==> config.mk <==
export PLATFORM = sky130hd
export DESIGN_NAME = dmem_arbiter
export DESIGN_NICKNAME = d
export VERILOG_FILES = /design/src/rtl/dmem_arbiter_pkg.sv /design/src/rtl/dmem_arbiter_starve_ctr.sv /design/src/rtl/dmem_arbiter.sv
export SDC_FILE = /design/constraint.sdc
export NUM_CORES = 1
export LEC_CHECK = 0
export ABC_AREA = 1
export CAP_MARGIN = 20
export CORE_AREA = 2 2 93 95
export CTS_CLUSTER_SIZE = 10
export DETAILED_ROUTE_END_ITERATION = 8
export DIE_AREA = 0 0 95 97
export GPL_ROUTABILITY_DRIVEN = 1
export SYNTH_ARGS = -nofsm -noshare
export SYNTH_HDL_FRONTEND = slang
export SYNTH_SLANG_ARGS = --single-unit
export TNS_END_PERCENT = 30
==> constraint.sdc <==
create_clock -name clk -period 1.85 [get_ports clk]
set_clock_uncertainty 0.15 [all_clocks]
set_input_delay 0.4625 -clock clk [delete_from_list [all_inputs] [get_ports clk]]
set_output_delay 0.4625 -clock clk [all_outputs]
set_load 0.05 [all_outputs]
==> src/rtl/dmem_arbiter_pkg.sv <==
// Shared types and constants for the data-memory arbiter: master IDs,
// starve-counter width and the owner-pipe entry used to route acks.
package dmem_arbiter_pkg;

  localparam int unsigned CNT_W = 4;

  localparam logic M0 = 1'b0;
  localparam logic M1 = 1'b1;

  typedef struct packed {
    logic valid;
    logic id;
  } owner_t;

endpackage

==> src/rtl/dmem_arbiter_starve_ctr.sv <==
// Counts consecutive m0 grants while m1 waits; flags when m1 must be served.
module arb_starve_ctr #(
  parameter int unsigned LIMIT = 4
) (
  input  logic clk,
  input  logic rst_n,
  input  logic inc,
  input  logic clr,
  output logic at_limit
);
  import dmem_arbiter_pkg::*;

  logic [CNT_W-1:0] cnt;

  assign at_limit = (cnt == CNT_W'(LIMIT));

  // Clear wins over increment; the count saturates at LIMIT.
  always_ff @(posedge clk) begin
    if (!rst_n) begin
      cnt <= '0;
    end else if (clr) begin
      cnt <= '0;
    end else if (inc && !at_limit) begin
      cnt <= cnt + CNT_W'(1);
    end
  end

endmodule

==> src/rtl/dmem_arbiter.sv <==
// Two-master data-memory arbiter: m0 (CPU) priority with starvation guard for
// m1, one access per cycle, bus in N+1 and ack/read data in N+2.
module dmem_arbiter #(
  parameter int unsigned AW           = 16,
  parameter int unsigned DW           = 8,
  parameter int unsigned STARVE_LIMIT = 4
) (
  input  logic          clk,
  input  logic          rst_n,
  input  logic          m0_req,
  input  logic          m0_wr_en,
  input  logic [AW-1:0] m0_addr,
  input  logic [DW-1:0] m0_wr_data,
  output logic          m0_gnt,
  output logic          m0_ack,
  output logic [DW-1:0] m0_rd_data,
  output logic          m0_stall,
  input  logic          m1_req,
  input  logic          m1_wr_en,
  input  logic [AW-1:0] m1_addr,
  input  logic [DW-1:0] m1_wr_data,
  output logic          m1_gnt,
  output logic          m1_ack,
  output logic [DW-1:0] m1_rd_data,
  output logic          bus_valid,
  output logic          bus_wr_en,
  output logic [AW-1:0] bus_addr,
  output logic [DW-1:0] bus_wr_data,
  input  logic [DW-1:0] bus_rd_data
);
  import dmem_arbiter_pkg::*;

  logic         at_limit;
  logic         gnt0_c;
  logic         gnt1_c;
  owner_t [1:0] owner_q;
  logic [DW-1:0] m0_rd_q;
  logic [DW-1:0] m1_rd_q;

  // Grant decision; m1 wins when m0 is idle or m0 has used up its run.
  always_comb begin
    gnt0_c = 1'b0;
    gnt1_c = 1'b0;
    if (rst_n) begin
      if (m1_req && (!m0_req || at_limit)) begin
        gnt1_c = 1'b1;
      end else if (m0_req) begin
        gnt0_c = 1'b1;
      end
    end
  end

  assign m0_gnt   = gnt0_c;
  assign m1_gnt   = gnt1_c;
  assign m0_stall = m0_req & ~gnt0_c;

  arb_starve_ctr #(
    .LIMIT (STARVE_LIMIT)
  ) u_starve (
    .clk      (clk),
    .rst_n    (rst_n),
    .inc      (gnt0_c & m1_req),
    .clr      (gnt1_c | ~m1_req),
    .at_limit (at_limit)
  );

  // Capture the granted request onto the bus and record its owner.
  always_ff @(posedge clk) begin
    if (!rst_n) begin
      bus_valid   <= 1'b0;
      bus_wr_en   <= 1'b0;
      bus_addr    <= '0;
      bus_wr_data <= '0;
      owner_q     <= '0;
    end else begin
      bus_valid  <= gnt0_c | gnt1_c;
      owner_q[0] <= owner_t'{valid: gnt0_c | gnt1_c, id: (gnt1_c ? M1 : M0)};
      owner_q[1] <= owner_q[0];
      if (gnt1_c) begin
        bus_wr_en   <= m1_wr_en;
        bus_addr    <= m1_addr;
        bus_wr_data <= m1_wr_data;
      end else if (gnt0_c) begin
        bus_wr_en   <= m0_wr_en;
        bus_addr    <= m0_addr;
        bus_wr_data <= m0_wr_data;
      end else begin
        bus_wr_en   <= 1'b0;
      end
    end
  end

  assign m0_ack = owner_q[1].valid && (owner_q[1].id == M0);
  assign m1_ack = owner_q[1].valid && (owner_q[1].id == M1);

  // Read data arrives in the ack cycle, so it is passed straight through and
  // remembered for the cycles in between.
  assign m0_rd_data = m0_ack ? bus_rd_data : m0_rd_q;
  assign m1_rd_data = m1_ack ? bus_rd_data : m1_rd_q;

  always_ff @(posedge clk) begin
    if (!rst_n) begin
      m0_rd_q <= '0;
      m1_rd_q <= '0;
    end else begin
      m0_rd_q <= m0_rd_data;
      m1_rd_q <= m1_rd_data;
    end
  end

endmodule

After elaboration in Yosys (flattened, before gate mapping). Cells that the tools add are included.

Register bits after elaboration: 49. Input bits: 62. Output and inout bits: 47. Word-level logic and storage cells: 43.

Add/sub/neg operators: 1. Eq/ne operators: 1. Multiplexer cells: 14. Bitwise operators: 8. Reduce and logical (&&, ||, !) cells: 9.

Operators with widths (count): 16-bit 2-to-1 mux (2); 8-bit 2-to-1 mux (4); 1-bit 2-to-1 mux (8); 4-bit by 1-bit adder with 4-bit output (second input constant) (1); 4-bit by 3-bit == test with 1-bit output (second input constant) (1); 1-bit logical AND (4); 1-bit NOT (4); 1-bit bitwise AND (2); 1-bit logical NOT (2); 1-bit OR (2); 2-bit nonzero test (1); 2-bit OR reduction (1); 1-bit logical OR (1).

Longest topological paths before layout.
Depth after elaboration: 7. Depth in mapped cells: 9. Gate-level depth less buffers: 8.

By module. A second synthesis with hierarchy kept.

Cells, all modules: 370. Area total of the unflattened synthesis: 2521.2 µm².

Modules (own cells, without submodules): dmem_arbiter (times used 1, cells an instance 333, area an instance 2274.7 µm², sequential area each 900.9 µm²); arb_starve_ctr (times used 1, cells an instance 37, area an instance 246.5 µm², sequential area each 80.1 µm²).

Worst setup path before layout. OpenSTA, ideal clock, no wires.

Path type: input to output. Start: input port rst_n. End: output port m0_stall. Arrival: 1738 ps. Required time: 1237 ps. Slack: -501 ps. Cell stages on the path: 5. Path buffers: 1. Cell sequence: buf_4 nand2_2 o21bai_1 inv_1 nor2_1.

Word-level cells in the longest chain between the ends: 3.

RTL lines: start, declared (line dmem_arbiter.sv:9) `input logic rst_n,`; 1-bit 2-to-1 mux (line dmem_arbiter.sv:44) `if (rst_n) begin`; via m0_gnt (line dmem_arbiter.sv:14) `output logic m0_gnt,`; 1-bit NOT (line dmem_arbiter.sv:55) `assign m0_stall = m0_req & ~gnt0_c;`; 1-bit bitwise AND (line dmem_arbiter.sv:55); end, declared (line dmem_arbiter.sv:17) `output logic m0_stall,`.

The timed path passes the listed nets, and every way through them passes these cells.

Final worst setup path.
Start: register owner_q[3] (netlist bit). End: output port m0_rd_data[1].

Word-level cells in the longest chain between the ends: 2.

RTL lines: start, declared (line dmem_arbiter.sv:36) `owner_t [1:0] owner_q;`; 1-bit logical AND (line dmem_arbiter.sv:93) `assign m0_ack = owner_q[1].valid && (owner_q[1].id == M0);`; 8-bit 2-to-1 mux (line dmem_arbiter.sv:98) `assign m0_rd_data = m0_ack ? bus_rd_data : m0_rd_q;`; end, declared (line dmem_arbiter.sv:16) `output logic [DW-1:0] m0_rd_data,`.

No other way between the ends.

==> results.json <==
{
  "slew_violations": 0,
  "tightestPinTransition_ps": 332.2,
  "synth_top_area_share_pct": 41.26,
  "initial_core_util_pct": 29.23,
  "avgSynthCellArea_sq_um": 6.971,
  "fmax_ghz": 0.5004,
  "ir_drop_v": 0.0003393,
  "clockBufferDepth": 2,
  "grt_pass1_vias": 2575,
  "nets": 550,
  "layout_common_cells": "68 x nor2_1, 62 x buf_4, 57 x clkdlybuf4s50_1",
  "p_leak_nw": 2.060,
  "syn_area_sq_um": 2377,
  "route.vias.total": 2569,
  "cts_tree": "done",
  "stdcell_area_sq_um": 4382,
  "ctsHoldBuffers": 0,
  "yosys_register_bits": 49,
  "p_per_area_nw_per_um2": 698.4,
  "setup-violations-final": 19,
  "seq_area_sq_um": 984.7,
  "syn_to_final_growth_pct": 84.32,
  "drtIter0Drc": 53,
  "hold_class": "reg2reg",
  "violations": "setup timing",
  "rows": 33,
  "syn-num-nets": 405,
  "crit_type": "reg2out",
  "synth_area_leaders": "dfxtp_1 41%, nor2_1 11%, inv_1 8.5%",
  "ios": 109,
  "max_slew_margin_pct": 77.86,
  "fin_cells": 592,
  "grt_overflow": 0,
  "start_kind": "register",
  "end_kind": "output port",
  "cap_violations": 0,
  "ys_seq_area_share_pct": 41.26,
  "grt_max_degree": 32,
  "ant_nets": 0,
  "multi_input_area_sq_um": 1206,
  "place_area_sq_um": 4003,
  "final_common_cell": "nor2_1",
  "dpl.hpwl_microns": 5130,
  "antenna_found_initial": 0,
  "dr.pass1.iters": 4,
  "period_share_pct": 108.0,
  "crit_path_max_fanout": 4,
  "yosysUniqueCellTypes": 23,
  "cts_made_buffers": 5,
  "diodes": 0,
  "worst_slack_ps": -148.3,
  "rsz0062_at_grt": "true",
  "die_w_microns": 95,
  "grt_pass1_wl_microns": 11830,
  "wl_per_cell_microns": 11.81,
  "portBuffers": 108,
  "path_clk_slew_ps": 90,
  "status": "complete, but fails checks",
  "dieArea_sq_um": 9215,
  "clk_latency_ps": 300,
  "gp_congestion": 0.7672,
  "synthCells": 341,
  "drcViolationCount": 0,
  "design.core.area_sq_um": 8134,
  "rrSetupSlack_ps": 220,
  "totalWireLength_microns": 6990,
  "arrival_ps": 1390,
  "hold_viol_final": 0,
  "synth_top_area_cell": "dfxtp_1",
  "place_inst": 570,
  "layout-drive-gt1-share_pct": 36.55,
  "cts_root_buf": "clkbuf_8",
  "globalRouteTotalUtil_pct": 15.80,
  "cts_max_level": 2,
  "numClockSinks": 49,
  "post_drt_via_cell_ratio": 4.340,
  "period_needed_ps": 1998,
  "nFillCells": 764,
  "die_h_microns": 97,
  "required_ps": 1240,
  "yosys_warnings": 0
}
==> layer usage <==
layer	part of all wire [%]	global-route usage, %	vias up
met1	43	19.65	1149
met5	0	0	-
met2	48	26.46	76
met4	0.76	3.344	0
met3	8.5	5.140	6
li1	-	-	1338
==> worst max-delay path: stages, from the launching register on <==
cell,delay (ps)
dfxtp_2,340
inv_2,60
nor2_4,50
buf_6,120
or2_4,230
o21ai_4,70
inv_2,60
buf_12,140
==> where the power goes <==
part	total (W)	switching, W	internal (W)
clock	0.000801	0.000359	0.000441
sequential	0.00116	0.0000398	0.00112
combinational	0.00110	0.000567	0.000530
total	0.00306	0.000966	0.00209
==> layout make-up <==
cell class                      count  area share (%)
Tap cell                          105           2.998
Sequential cell                    49           22.47
Multi-Input combinational cell    217           27.53
Clock buffer                        7           1.970
Clock inverter                      1          0.6853
Inverter                           56           4.969
Timing Repair Buffer              157           39.38
==> cell families (layout without fill, tap and decap cells) <==
family | count (synthesis) | count (layout) | share of synthesized area [%]
AO/OA/AOI/OAI | 65 | 65 | 15.37
buffers and inverters | 75 | 221 | 14.21
flip-flops | 49 | 49 | 41.26
AND/OR/NAND/NOR | 148 | 148 | 27.37
XOR/XNOR | 2 | 2 | 0.7370
adder cells (fa/ha/maj) | 2 | 2 | 1.052
==> path summary, 6_finish.rpt <==
path	from	end	cells after the start
setup / recovery	owner_q[3]	m0_rd_data[1]	7
hold / removal	owner_q[0]	owner_q[2]	2
setup reg to reg	owner_q[3]	m0_rd_q[1]	10
hold reg to reg	owner_q[0]	owner_q[2]	2
==> stage by stage <==
step	power, W	hold slack (ps)	setup TNS, ps	worst slack, ps	util [%]
after floorplan	0.001703	240.5	-258.2	-55.53	-
after global placement	0.002189	252.8	-6405	-293.0	49.21
after detailed placement	0.002198	253.9	-7218	-377.5	49.21
after CTS	0.003095	259.2	-2348	-173.1	53.70
after global routing	0.003221	270.3	-3373	-231.3	53.87
final	0.003060	257.1	-2009	-148.3	53.87
==> sequential cells by signal (all words and copies together), names as in the netlist <==
signal / count
u_starve.cnt: 4
bus_wr_en: 1
bus_addr: 16
owner_q: 4
m1_rd_q: 8
m0_rd_q: 8
bus_wr_data: 8
==> repair_timing <==
action	4_1_cts	5_1_grt
endpoints found under the hold margin	0	0
gates resized for setup	59	4
pin swaps	7	2
setup endpoints to repair	19	19
setup buffers	14	0
==> synthesized netlist by cell type <==
master	n
o21bai_1	1
nor2_1	69
o21ai_0	25
nand3_1	25
a21oi_2	10
xor2_1	1
xnor2_1	1
nand2_2	4
buf_4	2
a21oi_1	14
o21ai_1	15
buf_6	5
clkbuf_1	3
buf_2	9
inv_2	2
nor2_4	1
dfxtp_1	49
or2_0	2
nand2_1	32
or2_2	14
ha_1	2
inv_1	54
nand3_2	1
(Power assumes the default switching activity.)
==> RTL edit 1 (config.mk and constraints unchanged) <==
Make the reset (`rst_n`) asynchronous in 3 clocked blocks.
--- a/src/rtl/dmem_arbiter_starve_ctr.sv
+++ b/src/rtl/dmem_arbiter_starve_ctr.sv
@@ -15,7 +15,7 @@
   assign at_limit = (cnt == CNT_W'(LIMIT));
 
   // Clear wins over increment; the count saturates at LIMIT.
-  always_ff @(posedge clk) begin
+  always_ff @(posedge clk or negedge rst_n) begin
     if (!rst_n) begin
       cnt <= '0;
     end else if (clr) begin
--- a/src/rtl/dmem_arbiter.sv
+++ b/src/rtl/dmem_arbiter.sv
@@ -65,7 +65,7 @@
   );
 
   // Capture the granted request onto the bus and record its owner.
-  always_ff @(posedge clk) begin
+  always_ff @(posedge clk or negedge rst_n) begin
     if (!rst_n) begin
       bus_valid   <= 1'b0;
       bus_wr_en   <= 1'b0;
@@ -98,7 +98,7 @@
   assign m0_rd_data = m0_ack ? bus_rd_data : m0_rd_q;
   assign m1_rd_data = m1_ack ? bus_rd_data : m1_rd_q;
 
-  always_ff @(posedge clk) begin
+  always_ff @(posedge clk or negedge rst_n) begin
     if (!rst_n) begin
       m0_rd_q <= '0;
       m1_rd_q <= '0;
Function: differs if rst_n is asserted again (counterexample within 4 cycles, from zero or initial values and one cycle with rst_n low); with rst_n held inactive, the same outputs for 10 cycles.
==> RTL edit 1 against the unedited design <==
The run still ends with negative setup slack left; worst setup slack got worse by 0.13 ns; power increased by 33%; critical path depth increased by 2; wire length increased by 13%; sequential cell count unchanged; synthesized area increased by 6.6%; maximum frequency decreased by 6.2%; final area increased by 12%; largest power group is now combinational cells.
==> RTL edit 1: results (changes against the unedited design) <==
Data arrival, critical path -> 1.52 ns (+0.13 ns)
Maximum VDD drop -> 0.000363 V (+6.9%)
Crit-path slowest cell -> dfrtp_1
Nets@finish -> 535 (-2.7%)
Top post-synthesis cells by area -> dfrtp_1 (48%), nand2_1 (14%), inv_1 (10%)
First DRT Iteration DRCs -> 120 (+130%)
Delay-heaviest family, CP -> flip-flops
Largest net degree at the start of global routing -> 41 (+28%)
First-pass GRT wire length -> 12.3 mm (+3.6%)
P_comb -> 1.97 mW (+79%)
Final setup fails -> 20 (+1)
DR vias/cell -> 4.55 (+4.8%)
Lkg Pwr -> 2.50 nW (+21%)
Placer Congestion -> 0.731 (-4.7%)
Share of cells above drive strength 1 -> 34.5% (-2.0 points)
Clock-net power -> 0.779 mW (-2.7%)
Hold Path Class -> in2async
Int Pwr -> 2.64 mW (+26%)
Yosys cell types -> 21 (-8.7%)
Tot GR Track Use -> 16.8% (+0.98 points)
Asr flop ratio synth -> 100% (+100 points)
Detailed Route WL -> 7.92 mm (+13%)
Status -> finished, violations left
Register area share after synthesis -> 48.4% (+7.1 points)
Final worst slack -> -0.281 ns (-0.133 ns)
Vias in the first global route -> 2553 (-0.85%)
Main synth FF type -> dfrtp_1
Fill count -> 676 (-12%)
Most instantiated cells after synthesis -> nand2_1 (96), inv_1 (68), dfrtp_1 (49)
CP max stage delay -> 0.40 ns (+0.06 ns)
Failing checks -> negative setup slack
Post-DP HPWL -> 5.27 mm (+2.7%)
[RTL edit 1: cell count changes after synthesis, sizes merged, moves of 4 or more]
cell	before	now
o21ai	40	19
clkbuf	3	8
or2	16	0
a21oi	24	0
dfrtp	0	49
dfxtp	49	0
nor2	70	2
nand2	36	99
inv	56	69
nand4	0	29
nand3	26	30
buf	16	10
[RTL edit 1: timing repair]
| item | CTS | global route |
|---|---|---|
| setup buffers | 8 | 9 |
| pin swaps | 11 | 13 |
| endpoints found under the setup margin | 43 | 44 |
| gates resized for setup | 37 | 16 |
| gates cloned | 1 | 2 |
| hold buffers | 0 | 0 |
[RTL edit 1: cell type report]
type / count / share of cell area, %
repair buffers: 164 / 41.6
flip-flops and latches: 49 / 24.9
multi-input cells: 182 / 23.1
inverters: 69 / 5.41
well taps: 105 / 2.67
clock buffers: 7 / 1.75
clock inverters: 1 / 0.609
[RTL edit 1: worst paths after layout]
path / from / end / slack (ns) / cells past startpoint
max in group asynchronous: rst_n / owner_q[3]$_DFF_PN0_ / 0.91 / 4
min: rst_n / bus_wr_data[7]$_DFFE_PN0P_ / 0.02 / 2
min reg2reg: owner_q[0]$_DFF_PN0_ / owner_q[2]$_DFF_PN0_ / 0.20 / 0
min in group clk: owner_q[0]$_DFF_PN0_ / owner_q[2]$_DFF_PN0_ / 0.20 / 0
max reg2reg: u_starve.cnt[0]$_DFFE_PN0P_ / u_starve.cnt[1]$_DFFE_PN0P_ / 0.07 / 9
max: u_starve.cnt[0]$_DFFE_PN0P_ / m0_stall / -0.28 / 9
[RTL edit 1: cells by family (layout without fill, tap and decap cells)]
family | Yosys count | count (layout) | synth area share [%]
AOI/OAI and AO/OA | 19 | 19 | 4.20
buffers and inverters | 87 | 241 | 16.9
adders and majority gates | 2 | 2 | 0.987
xor gates and xnor gates | 1 | 1 | 0.346
DFF | 49 | 49 | 48.4
and+or+nand+nor | 160 | 160 | 29.2
[RTL edit 1: per-stage QoR]
| step | setup slack [ns] | utilization [%] | setup TNS, ns | std cells |
|---|---|---|---|---|
| 2_1_floorplan | -0.288 | - | -3.39 | 318 |
| 3_3_place_gp | -0.342 | 54.7 | -12.21 | 549 |
| 3_5_place_dp | -0.356 | 54.7 | -12.46 | 549 |
| 4_1_cts | -0.308 | 58.3 | -3.94 | 566 |
| 5_1_grt | -0.360 | 60.6 | -4.77 | 577 |
| 6_report | -0.281 | 60.6 | -3.32 | 577 |
[RTL edit 1: layer usage]
| metal | vias up | wire (um) | GRT usage (%) |
|---|---|---|---|
| met3 | 2 | 493 | 4.67 |
| li1 | 1292 | - | - |
| met2 | 76 | 4110 | 28.0 |
| met1 | 1253 | 3280 | 21.7 |
| met5 | - | 0 | 0 |
| met4 | 0 | 36 | 3.23 |
==> RTL edit 2 (same flow settings) <==
Made on the original files. Set the parameter `DW` to 12 (it was 8).
--- a/src/rtl/dmem_arbiter.sv
+++ b/src/rtl/dmem_arbiter.sv
@@ -2,7 +2,7 @@
 // m1, one access per cycle, bus in N+1 and ack/read data in N+2.
 module dmem_arbiter #(
   parameter int unsigned AW           = 16,
-  parameter int unsigned DW           = 8,
+  parameter int unsigned DW           = 12,
   parameter int unsigned STARVE_LIMIT = 4
 ) (
   input  logic          clk,
Interface: changed (6 resized); port bits go from 109 to 133. No check against the original RTL was run, so the function may have changed too.
==> RTL edit 2 against the unedited design <==
The run still ends with negative setup slack left; sequential share of layout area up 0.69 points; critical endpoint is now m1_rd_data[2]; wire length is 19% higher; largest power group unchanged; sequential cell count is 12 higher; sequential power rose by 24%; count of clock-buffer cells in the layout up 2; final area up 21%; non-clock buffer count grew 43; synthesized area grew 23%; power is 23% higher; critical path depth unchanged; worst setup slack worse by 0.071 ns.
==> RTL edit 2: results (changes against the unedited design) <==
Status -> finished, violations left
Failing checks -> negative setup slack
Share of cells above drive strength 1 -> 38.0% (+1.5 points)
Vias in the first global route -> 2994 (+16%)
Crit-path slowest cell -> dfxtp_2
Worst slack, placed -> -0.301 ns (+0.0769 ns)
Syn Area/Cell -> 6.94 sq um (-0.46%)
CP max stage delay -> 0.34 ns (about the same)
First DRT Iteration DRCs -> 102 (+92%)
CTS clock-pin slew for the worst setup and hold paths -> 0.07 ns (-0.02 ns)
Data arrival, critical path -> 1.46 ns (+0.07 ns)
CTS Buf Count -> 9 (+4)
CP Max Fanout -> 5 (+1)
Vias -> 3162 (+23%)
Port bufs -> 132 (+22%)
First-pass detailed-route iteration total -> 4 (unchanged)
Most instantiated cells after synthesis -> nor2_1 (86), inv_1 (66), dfxtp_1 (61)
WL/cell -> 11.7 um (-1.3%)
Root Buffer -> clkbuf_8
Placer Congestion -> 0.753 (-1.8%)
Initial antenna violation count -> 0 (unchanged)
Hold Path Class -> reg2reg
Register area share after synthesis -> 41.8% (+0.54 points)
Top post-synthesis cells by area -> dfxtp_1 (42%), nor2_1 (11%), inv_1 (8.5%)
Largest net degree at the start of global routing -> 35 (+9.4%)
Max reg flops -> 16 (unchanged)
Detailed Route WL -> 8.34 mm (+19%)
Bufs on Longest Clock Path -> 2 (unchanged)
Largest reg by FF count -> bus_addr
Tot GR Track Use -> 18.0% (+2.2 points)
First-pass GRT wire length -> 13.4 mm (+13%)
Delay-heaviest family, CP -> buffers and inverters
Worst slew pin tran -> 0.320 ns (-0.0126 ns)
Post-DP HPWL -> 5.77 mm (+12%)
Fill count -> 673 (-12%)
Final antenna diode count -> 0 (unchanged)
Final setup fails -> 29 (+10)
Lkg Pwr -> 2.58 nW (+25%)
Yosys cell types -> 21 (-8.7%)
Synthesized net count -> 497 (+23%)
R2r worst-path depth -> 12 (+2)
Asr flop ratio synth -> 0% (unchanged)
Clock Latency Late Sink -> 0.33 ns (+0.03 ns)
Hold path depth -> 2 (unchanged)
Final worst slack -> -0.219 ns (-0.0705 ns)
Nets@finish -> 681 (+24%)
H-tree depth -> 3 (+1)
Maximum VDD drop -> 0.000371 V (+9.4%)
Synth Warn # -> 0 (unchanged)
Main synth FF type -> dfxtp_1
RTL edit 2: cell types whose count changed after synthesis, moves of 6 or more:
cell / delta
o21ai_0: +22
nor2_1: +17
a21oi_1: +14
dfxtp_1: +12
inv_1: +12
a21oi_2: -10
o21ai_1: -10
or2_2: +10
buf_6: +6
RTL edit 2: metrics by stage:
step	setup TNS, ns	utilization [%]	instance area, sq um
final	-4.86	65.0	5290
after global placement	-13.02	56.4	4590
after CTS	-5.78	64.0	5210
after detailed placement	-13.18	56.4	4590
after global routing	-6.95	65.0	5290
after floorplan	-0.727	-	2930
RTL edit 2: area by class of cell:
type,instances,area (sq um),share of cell area (%)
multi-input combinational,265,1440,27.3
timing repair buffer,200,2050,38.8
clock inverter,7,52.6,0.994
tap,105,131,2.48
sequential,61,1220,23.2
clock buffer,9,124,2.34
inverter,68,260,4.92
RTL edit 2: cells by family (layout without fill, tap and decap cells):
group                      count (synthesis)  after routing  synth area share, %
AOI/OAI and AO/OA                         81             81                 14.0
xor gates and xnor gates                   2              2                0.600
adders and majority gates                  2              2                0.856
buffers and inverters                     95            284                 15.7
DFF                                       61             61                 41.8
and+or+nand+nor                          180            180                 27.1
RTL edit 2: final timing paths:
check                                      startpoint               endpoint  slack [ns]
worst max-delay path            owner_q[2]$_SDFF_PN0_          m1_rd_data[2]       -0.22
worst min-delay path            owner_q[0]$_SDFF_PN0_  owner_q[2]$_SDFF_PN0_        0.26
worst max register to register  owner_q[3]$_SDFF_PN0_  m0_rd_q[6]$_SDFF_PN0_       -0.02
worst min register to register  owner_q[0]$_SDFF_PN0_  owner_q[2]$_SDFF_PN0_        0.26
RTL edit 2: power breakdown:
part	internal [mW]	total, mW	switching [mW]
logic	0.609	1.30	0.687
clock network	0.486	1.03	0.545
registers	1.40	1.44	0.0441
RTL edit 2: per-layer routing:
metal | global-route usage [%] | vias up | share of wire (%)
met4 | 5.35 | 0 | 1.1
met2 | 30.7 | 98 | 50
met3 | 5.69 | 10 | 7.6
li1 | - | 1662 | -
met5 | 0 | - | 0
met1 | 21.2 | 1392 | 41
RTL edit 2: timing repair:
item | CTS | global route
cloned | 1 | 0
hold buffers | 0 | 0
setup buffers | 21 | 2
pin swaps | 6 | 3
gates resized for setup | 110 | 16
setup endpoints to repair | 28 | 29
RTL edit 2: worst reg2reg max path: cells and delay by family, from the launching register on:
kind | cells | cell delay [ns]
buf+inv | 8 | 0.93
flops | 1 | 0.35
simple gates | 3 | 0.35
compound gates | 1 | 0.06
